==> src/rtl/rx_serial_7e1.sv <==
// rx_serial_7e1 -- asynchronous 7E1 serial receiver
//
// Receives 1 start bit, 7 data bits LSB first, 1 even-parity bit and 1 stop
// bit. Every bit is sampled at its middle, timed from the detected start edge.
// Each completed word is held in a one-deep buffer. The buffer has a read
// handshake and a sticky overrun flag.
//
// Build option:
//   RX_PARITY_CHECK_EN  defined   : erro_paridade reports the even-parity check
//                       undefined : the parity bit is still sampled so that
//                                   frame timing is unchanged; erro_paridade
//                                   is tied to 0 and no parity logic exists.
//
// Ports:
//   clock          in   system clock, rising edge
//   reset          in   asynchronous, active-high; clears all state
//   RX             in   serial line, idle high, asynchronous to clock
//   ler            in   consumer acknowledge; clears disponivel
//   dados[6:0]     out  last accepted word
//   pronto         out  one-cycle pulse while a frame is delivered
//   disponivel     out  buffer holds an unread word
//   erro_paridade  out  parity error of the last frame
//   erro_stop      out  stop bit of the last frame was sampled low
//   overrun        out  sticky: an unread word was overwritten
//   ocupado        out  a frame is in progress
//
// state    | meaning
// ---------+-----------------------------------------------------------
// OCIOSO   | idle, counters at 0, waiting for a 1->0 edge on rx_s
// INICIO   | timing to the start-bit middle; rx_s=1 there means a glitch
// DADOS    | sampling data bits 0..6, one every BAUD_DIV cycles
// PARIDADE | sampling the parity bit
// PARADA   | sampling the stop bit
// ENTREGA  | one cycle: pronto high; word and flags land at its closing edge
module rx_serial_7e1 #(
  parameter int BAUD_DIV = 434,
  parameter int HALF_DIV = 217
) (
  input  logic       clock,
  input  logic       reset,
  input  logic       RX,
  input  logic       ler,
  output logic [6:0] dados,
  output logic       pronto,
  output logic       disponivel,
  output logic       erro_paridade,
  output logic       erro_stop,
  output logic       overrun,
  output logic       ocupado
);

  localparam int TW = $clog2(BAUD_DIV + 1);

  typedef enum logic [2:0] {
    OCIOSO,
    INICIO,
    DADOS,
    PARIDADE,
    PARADA,
    ENTREGA
  } estado_t;

  estado_t       estado;
  estado_t       estado_prox;

  logic          rx_m;
  logic          rx_s;
  logic          rx_d;
  logic          rx_queda;
  logic [TW-1:0] tick;
  logic          tick_tc;
  logic [2:0]    bit_idx;
  logic [6:0]    desloc;
  logic          stop_ruim;

  // Two-flop synchronizer. rx_d holds the previous rx_s for edge detection.
  // All three flops reset to the idle level so that reset never fakes a start.
  always_ff @(posedge clock or posedge reset) begin
    if (reset) begin
      rx_m <= 1'b1;
      rx_s <= 1'b1;
      rx_d <= 1'b1;
    end else begin
      rx_m <= RX;
      rx_s <= rx_m;
      rx_d <= rx_s;
    end
  end

  assign rx_queda = rx_d & ~rx_s;

  // The bit timer is a down-counter. A sample is taken on the edge where it
  // reads 1. Loading N on edge E therefore samples on edge E+N.
  assign tick_tc = (tick == TW'(1));

  always_ff @(posedge clock or posedge reset) begin
    if (reset) begin
      estado <= OCIOSO;
    end else begin
      estado <= estado_prox;
    end
  end

  always_comb begin
    estado_prox = estado;
    case (estado)
      OCIOSO:   if (rx_queda) estado_prox = INICIO;
      INICIO:   if (tick_tc)  estado_prox = rx_s ? OCIOSO : DADOS;
      DADOS:    if (tick_tc && (bit_idx == 3'd6)) estado_prox = PARIDADE;
      PARIDADE: if (tick_tc)  estado_prox = PARADA;
      PARADA:   if (tick_tc)  estado_prox = ENTREGA;
      ENTREGA:  estado_prox = OCIOSO;
      default:  estado_prox = OCIOSO;
    endcase
  end

  // The edge is seen one cycle after rx_s first reads 0, so the start-bit
  // middle is reached HALF_DIV-1 cycles after entering INICIO.
  always_ff @(posedge clock or posedge reset) begin
    if (reset) begin
      tick <= '0;
    end else begin
      case (estado)
        OCIOSO: tick <= rx_queda ? TW'(HALF_DIV - 1) : '0;
        INICIO, DADOS, PARIDADE, PARADA: begin
          if (tick_tc) begin
            if ((estado_prox == OCIOSO) || (estado_prox == ENTREGA)) begin
              tick <= '0;
            end else begin
              tick <= TW'(BAUD_DIV);
            end
          end else begin
            tick <= tick - TW'(1);
          end
        end
        default: tick <= '0;
      endcase
    end
  end

  always_ff @(posedge clock or posedge reset) begin
    if (reset) begin
      bit_idx   <= '0;
      desloc    <= '0;
      stop_ruim <= 1'b0;
    end else begin
      if ((estado == DADOS) && tick_tc) begin
        desloc  <= {rx_s, desloc[6:1]};
        bit_idx <= (bit_idx == 3'd6) ? 3'd0 : bit_idx + 3'd1;
      end else if (estado == OCIOSO) begin
        bit_idx <= '0;
      end
      if ((estado == PARADA) && tick_tc) begin
        stop_ruim <= ~rx_s;
      end
    end
  end

  // A delivery sets disponivel even when ler arrives in the same cycle.
  // That ler read the previous word, so it does not count as an overrun.
  always_ff @(posedge clock or posedge reset) begin
    if (reset) begin
      dados      <= '0;
      erro_stop  <= 1'b0;
      disponivel <= 1'b0;
      overrun    <= 1'b0;
    end else begin
      if (estado == ENTREGA) begin
        dados      <= desloc;
        erro_stop  <= stop_ruim;
        disponivel <= 1'b1;
        if (disponivel && !ler) begin
          overrun <= 1'b1;
        end
      end else if (ler) begin
        disponivel <= 1'b0;
      end
    end
  end

`ifdef RX_PARITY_CHECK_EN
  logic par_ruim;

  always_ff @(posedge clock or posedge reset) begin
    if (reset) begin
      par_ruim      <= 1'b0;
      erro_paridade <= 1'b0;
    end else begin
      if ((estado == PARIDADE) && tick_tc) begin
        par_ruim <= rx_s ^ (^desloc);
      end
      if (estado == ENTREGA) begin
        erro_paridade <= par_ruim;
      end
    end
  end
`else
  assign erro_paridade = 1'b0;
`endif

  assign pronto  = (estado == ENTREGA);
  assign ocupado = (estado != OCIOSO);

endmodule
==> config.mk <==
export PLATFORM = sky130hd
export DESIGN_NAME = rx_serial_7e1
export DESIGN_NICKNAME = d
export VERILOG_FILES = /design/src/rtl/rx_serial_7e1.sv
export SDC_FILE = /design/constraint.sdc
export NUM_CORES = 1
export LEC_CHECK = 0
export CAP_MARGIN = 15
export CORE_ASPECT_RATIO = 0.6
export CORE_MARGIN = 4
export CORE_UTILIZATION = 46
export CTS_CLUSTER_DIAMETER = 40
export CTS_CLUSTER_SIZE = 14
export DETAILED_ROUTE_END_ITERATION = 6
export MAX_ROUTING_LAYER = met4
export PLACE_DENSITY_LB_ADDON = 0.08
export SYNTH_ARGS = -nofsm -noshare
export SYNTH_HDL_FRONTEND = slang
export SYNTH_SLANG_ARGS = --single-unit
==> constraint.sdc <==
create_clock -name clock -period 2.67 [get_ports clock]
set_input_delay 0.534 -clock clock [delete_from_list [all_inputs] [get_ports clock]]
set_output_delay 0.534 -clock clock [all_outputs]
set_load 0.01 [all_outputs]
==> results.py, run 1 <==
metrics = {
    "final_layout": {
        "final_cells": 202,
        "fin_nets": 162,
        "antennaDiodeCount": 0,
        "postLayoutCoreUtil_pct": 58.0,
        "drive_gt1_share_pct": 21.7,
        "area_growth_pct": 19.1,
    },
    "sta": {
        "min_period_over_period_pct": 85.9,
        "final_hold_viol_count": 0,
        "fmax_ghz": 0.436,
        "final.setup.tns_ns": 0,
        "finalMaxSlewViolations": 0,
        "setup_viol": 0,
        "min_period_ns": 2.29,
        "grt_setup_unrepaired": "false",
        "fin_skew_ns": 0.00538,
    },
    "logic_synthesis": {
        "synth_top_family_by_area": "simple AND/OR/NAND/NOR gates",
        "synth_compound_area_share_pct": 9.10,
        "synth-edff-count": 0,
        "synth.area.top_cells": "dfrtp_1 51%, mux2_2 9.8%, dfstp_2 4.9%, mux2i_1 2.5%, xnor2_1 2.2%",
        "synthTopCellsByCount": "33 x dfrtp_1, 14 x mux2_2, 9 x inv_1, 9 x nand2_1, 6 x o21ai_0",
        "syn_area_mm2": 0.00161,
        "yosysMostFrequentCell": "dfrtp_1",
        "ys_ff_latch": 36,
        "synth_xor_area_share_pct": 2.72,
        "yosysWarnings": 0,
        "synth-main-ff-cell": "dfrtp_1",
        "ys_types": 39,
        "synthMuxAreaShare_pct": 12.3,
        "syn_inst": 133,
        "avgSynthCellArea_um2": 12.1,
        "ys_seq_area_share_pct": 56.2,
        "synth-simple-area-share_pct": 14.4,
        "syn_nets": 139,
        "synth_top_area_share_pct": 51.3,
        "synth_fa_ha_area_share_pct": 1.56,
        "synth_area_leader_cell": "dfrtp_1",
        "ys_async_sr_fraction_pct": 100,
    },
    "worst_setup_path": {
        "worstPathCellList": "nor3_1, inv_1, clkdlybuf4s50_1",
        "critical-path-top-delay-family": "buffers and inverters",
        "worstSetupPathType": "register to output pin",
        "cpPeakStageDelay_ns": 0.50,
        "critical_path_arrival_ns": 1.76,
        "cpMaxStageDelayCell": "clkdlybuf4s50_1",
        "critical_path_buf_inv_count": 2,
        "crit_required_ns": 2.14,
        "critPathMaxFanout": 7,
        "startpoint_type": "register",
        "cp-end-kind": "output pin",
    },
    "place": {
        "numPortBuffers": 15,
        "gp_congestion": 0.916,
        "placed_cells": 194,
        "post-dp-hpwl_mm": 1.98,
    },
    "clocking": {
        "cts-resized-gates": 0,
        "clkLatencyLatePin_ns": 0.28,
        "clock-sinks": 36,
        "cts-hold-fix-buffers": 0,
        "root_buffer": "clkbuf_8",
        "h-tree-depth": 2,
        "postCtsSetupBuffers": 0,
        "cts_tree": "built",
        "cts_buffer_depth": 2,
        "path_clk_slew_ns": 0.07,
        "numCtsBuffers": 5,
    },
    "die": {
        "ios": 17,
        "die_w_um": 84.4,
        "initial_utilization_pct": 48.7,
        "core_area_mm2": 0.00330,
        "die_y_um": 53.8,
        "dieArea_mm2": 0.00454,
        "num_rows": 16,
    },
    "min_path": {
        "hp-class": "register to register",
    },
    "drt": {
        "drt-initial-drc-count": 38,
        "firstDrtPassIters": 4,
        "wire_per_inst_um": 13.7,
        "wl_mm": 2.76,
        "via_count": 1051,
        "vias_per_cell": 5.20,
        "ant_nets": 0,
        "route.detailed.drc": 0,
    },
    "power": {
        "pwr-share-clk_pct": 24.7,
        "p_leak_nw": 0.855,
        "powerDensity_mw_per_mm2": 849,
        "worst_ir_drop_vdd_mv": 0.462,
        "sw_frac_of_total_pct": 34.2,
        "power.switching_mw": 0.557,
        "p_int_mw": 1.07,
        "p_seq_share_pct": 46.3,
        "p_comb_share_pct": 29.0,
    },
    "global_route": {
        "grt_pass1_wl_mm": 4.91,
        "grt_usage_pct": 14.8,
        "antenna_found_initial": 0,
        "gr-total-overflow": 0,
        "grt_pass1_vias": 1049,
        "grt_max_degree": 37,
    },
    "run_status": {
        "status": "finished clean",
    },
    "job": {
        "max_cap_viol_count": 0,
    },
}
## cell families after synthesis
logic type,count (synthesis)
AO/OA/AOI/OAI,21
XOR/XNOR,5
adder cells (fa/ha/maj),2
buffers and inverters,12
flip-flops,36
multiplexers,18
other,1
AND/OR/NAND/NOR,38
## worst paths after layout
| path | depth (start not counted) | from | slack [ns] | endpoint |
|---|---|---|---|---|
| max in group asynchronous | 3 | reset | 1.69 | rx_d |
| max | 3 | estado[0] | 0.38 | ocupado |
| min | 0 | rx_m | 0.36 | rx_s |
| max reg2reg | 6 | tick[1] | 0.52 | desloc[3] |
| min reg2reg | 0 | rx_m | 0.36 | rx_s |
| min in group asynchronous | 3 | reset | 0.64 | tick[0] |
## metrics by stage
stage	area (um2)	setup slack, ns	hold slack, ns	total power [mW]
after floorplan	1610	0.593	0.345	1.10
after global placement	1820	0.570	0.347	1.23
after detailed placement	1820	0.523	0.353	1.24
after CTS	1920	0.360	0.363	1.64
after global routing	1920	0.245	0.368	1.75
final	1920	0.376	0.361	1.63
## cells in the final DEF (no fill, tap or decap), types with 3 or more instances in the layout
| master | n |
|---|---|
| nor3_1 | 4 |
| mux2i_1 | 4 |
| clkbuf_8 | 6 |
| xnor2_1 | 4 |
| nor3b_1 | 3 |
| nor2_1 | 5 |
| buf_4 | 4 |
| nand2b_1 | 4 |
| nand2_1 | 9 |
| mux2_2 | 14 |
| o21ai_0 | 6 |
| o22ai_1 | 3 |
| dfrtp_1 | 33 |
| clkdlybuf4s50_1 | 15 |
| dfstp_2 | 3 |
| a21oi_1 | 3 |
| inv_1 | 9 |
## sequential cells by signal, summed over array words and instances, names as in the netlist
signal and cells:
rx_m 1, overrun 1, estado 3, stop_ruim 1, tick 9, disponivel 1
desloc 7, rx_s 1, bit_idx 3, erro_stop 1, rx_d 1, dados 7
## power groups by stage
stage	logic, mW	clock network, mW	registers [mW]
floorplan	0.368	0	0.730
global placement	0.470	0	0.756
detailed placement	0.476	0	0.760
CTS	0.478	0.410	0.751
global route	0.543	0.432	0.771
finish	0.473	0.401	0.754
## layout make-up
type,count,area (um2)
clock buffers,7,86.3
clock inverters,1,7.51
fillers,271,1390
inverters,9,33.8
multi-input cells,85,648
flip-flops and latches,36,905
well taps,45,56.3
repair buffers,19,180
## per-layer routing
layer  up-vias  GRT usage [%]  wire (um)
li1        517              -          -
met2        24           18.7       1130
met4         0           5.53         10
met5         -              -          0
met1       508           21.6       1490
met3         2           4.74        131
No activity file was read; power rests on OpenSTA's default activity.
==> run 2: changes to the inputs <==
Settings changed: CORE_MARGIN 4 to 10, GPL_TIMING_DRIVEN from default to 0, SLEW_MARGIN from default to 40.
==> results.py, run 2 (synthesis results as in run 1) <==
metrics = {
    "clocking": {
        "numCtsBuffers": 5,
        "root_buffer": "clkbuf_8",
        "h-tree-depth": 2,
        "clkLatencyLatePin_ns": 0.28,
        "clock-sinks": 36,
        "cts_buffer_depth": 2,
        "path_clk_slew_ns": 0.07,
        "cts_tree": "built",
    },
    "global_route": {
        "gr-total-overflow": 0,
        "antenna_found_initial": 0,
        "grt_pass1_wl_mm": 5.31,
        "grt_usage_pct": 11.3,
        "grt_pass1_vias": 1107,
        "grt_max_degree": 37,
    },
    "power": {
        "p_leak_nw": 0.850,
        "worst_ir_drop_vdd_mv": 0.493,
        "p_seq_share_pct": 46.4,
        "p_int_mw": 1.06,
        "p_comb_share_pct": 28.8,
        "sw_frac_of_total_pct": 34.5,
        "pwr-share-clk_pct": 24.7,
        "powerDensity_mw_per_mm2": 847,
        "power.switching_mw": 0.559,
    },
    "drt": {
        "route.detailed.drc": 0,
        "wl_mm": 3.14,
        "via_count": 1052,
        "firstDrtPassIters": 4,
        "top_layer": "met4",
        "wl_met2_mm": 1.24,
        "drt-met1-wl_mm": 1.64,
        "ant_nets": 0,
        "wire_per_inst_um": 15.6,
        "wl_met3_um": 213,
        "vias_per_cell": 5.23,
        "drt-initial-drc-count": 55,
    },
    "worst_setup_path": {
        "crit_required_ns": 2.14,
        "critical_path_arrival_ns": 1.89,
        "cp-end-kind": "output pin",
        "worstSetupPathType": "register to output pin",
        "critPathMaxFanout": 10,
        "startpoint_type": "register",
    },
    "final_layout": {
        "stdcell_area_mm2": 0.00191,
        "final_cells": 201,
        "fillerInstances": 277,
        "antennaDiodeCount": 0,
        "drive_gt1_share_pct": 21.8,
        "regMostFlops": "tick",
        "reg_top3": "tick: 9 flops, dados: 7 flops, desloc: 7 flops",
        "area_growth_pct": 18.8,
        "fin_nets": 161,
        "mostFrequentLayoutCells": "33 x dfrtp_1, 15 x clkdlybuf4s50_1, 14 x mux2_2",
        "largest_reg_flops": 9,
        "final-seq-area_um2": 905,
        "multiInputGateArea_um2": 648,
        "final_common_cell": "dfrtp_1",
    },
    "place": {
        "post-dp-hpwl_mm": 2.29,
        "placed_cells": 193,
        "numPortBuffers": 15,
        "dpl_cell_area_mm2": 0.00182,
        "gp_congestion": 0.812,
    },
    "die": {
        "ios": 17,
        "num_rows": 16,
        "initial_utilization_pct": 48.7,
        "dieArea_mm2": 0.00634,
        "die_y_um": 65.8,
        "die_w_um": 96.4,
        "core_area_mm2": 0.00330,
    },
    "sta": {
        "setup_viol": 0,
        "final.setup.tns_ns": 0,
        "final_hold_viol_count": 0,
        "grt_setup_unrepaired": "false",
        "finalMaxSlewViolations": 0,
        "max_slew_margin_pct": 59.0,
        "min_period_ns": 2.43,
        "tightest_slew_ns": 0.614,
        "fin_skew_ns": 0.00559,
        "min_period_over_period_pct": 90.9,
        "fmax_ghz": 0.412,
    },
    "run_status": {
        "status": "finished clean",
    },
    "job": {
        "max_cap_viol_count": 0,
    },
    "min_path": {
        "hp-class": "register to register",
    },
}
[run 2: changes by cell type in the layout (fill, tap and decap cells not counted)]
cell	before	now
buf_4	4	1
buf_6	0	1
clkbuf_2	0	1
clkinv_2	0	1
inv_1	9	8
[run 2: final timing paths]
kind,from,slack [ns],depth (start not counted),to
min,rx_m,0.36,0,rx_s
max in group asynchronous,reset,1.65,2,tick[8]
max,estado[1],0.24,5,pronto
min reg2reg,rx_m,0.36,0,rx_s
max reg2reg,tick[1],0.39,6,tick[4]
min in group asynchronous,reset,0.62,2,tick[0]
[run 2: through the flow]
step | setup WS (ns) | util, % | total power [mW] | hold slack (ns)
floorplan | 0.593 | - | 1.10 | 0.345
global placement | 0.413 | 55.0 | 1.20 | 0.347
detailed placement | 0.395 | 55.0 | 1.22 | 0.353
CTS | 0.0889 | 57.8 | 1.63 | 0.364
global route | 0.124 | 57.9 | 1.73 | 0.364
finish | 0.244 | 57.9 | 1.62 | 0.360
[run 2: what timing repair did]
action | in CTS | in global routing
hold endpoints to repair | 0 | 0
hold buffers | 0 | 0
setup endpoints to repair | 0 | 1
gates resized for setup | 0 | 1
setup buffers | 0 | 0
[run 2: critical path, stage by stage, from the launching register on]
cell and delay (ns):
dfrtp_1 0.46, inv_1 0.10, nand3_1 0.17, clkbuf_2 0.27
inv_1 0.08, clkdlybuf4s50_1 0.53
[run 2: layout make-up]
| type | instances | share of cell area [%] |
|---|---|---|
| buffer | 3 | 1.24 |
| inverter | 9 | 1.83 |
| clock inverter | 1 | 0.393 |
| sequential | 36 | 47.3 |
| tap | 45 | 2.95 |
| timing repair buffer | 15 | 7.85 |
| clock buffer | 7 | 4.52 |
| multi-input combinational | 85 | 33.9 |
[run 2: power by group through the flow]
| stage | Combinational, mW | Clock [mW] | Sequential (mW) |
|---|---|---|---|
| detailed placement | 0.466 | 0 | 0.759 |
| global placement | 0.451 | 0 | 0.754 |
| CTS | 0.469 | 0.413 | 0.750 |
| floorplan | 0.368 | 0 | 0.730 |
| global route | 0.527 | 0.438 | 0.765 |
| finish | 0.467 | 0.400 | 0.752 |
[run 2: layer usage]
layer	GRT usage, %	vias up
met5	-	-
met4	4.87	0
met3	4.76	5
met2	14.2	27
li1	-	513
met1	15.1	507
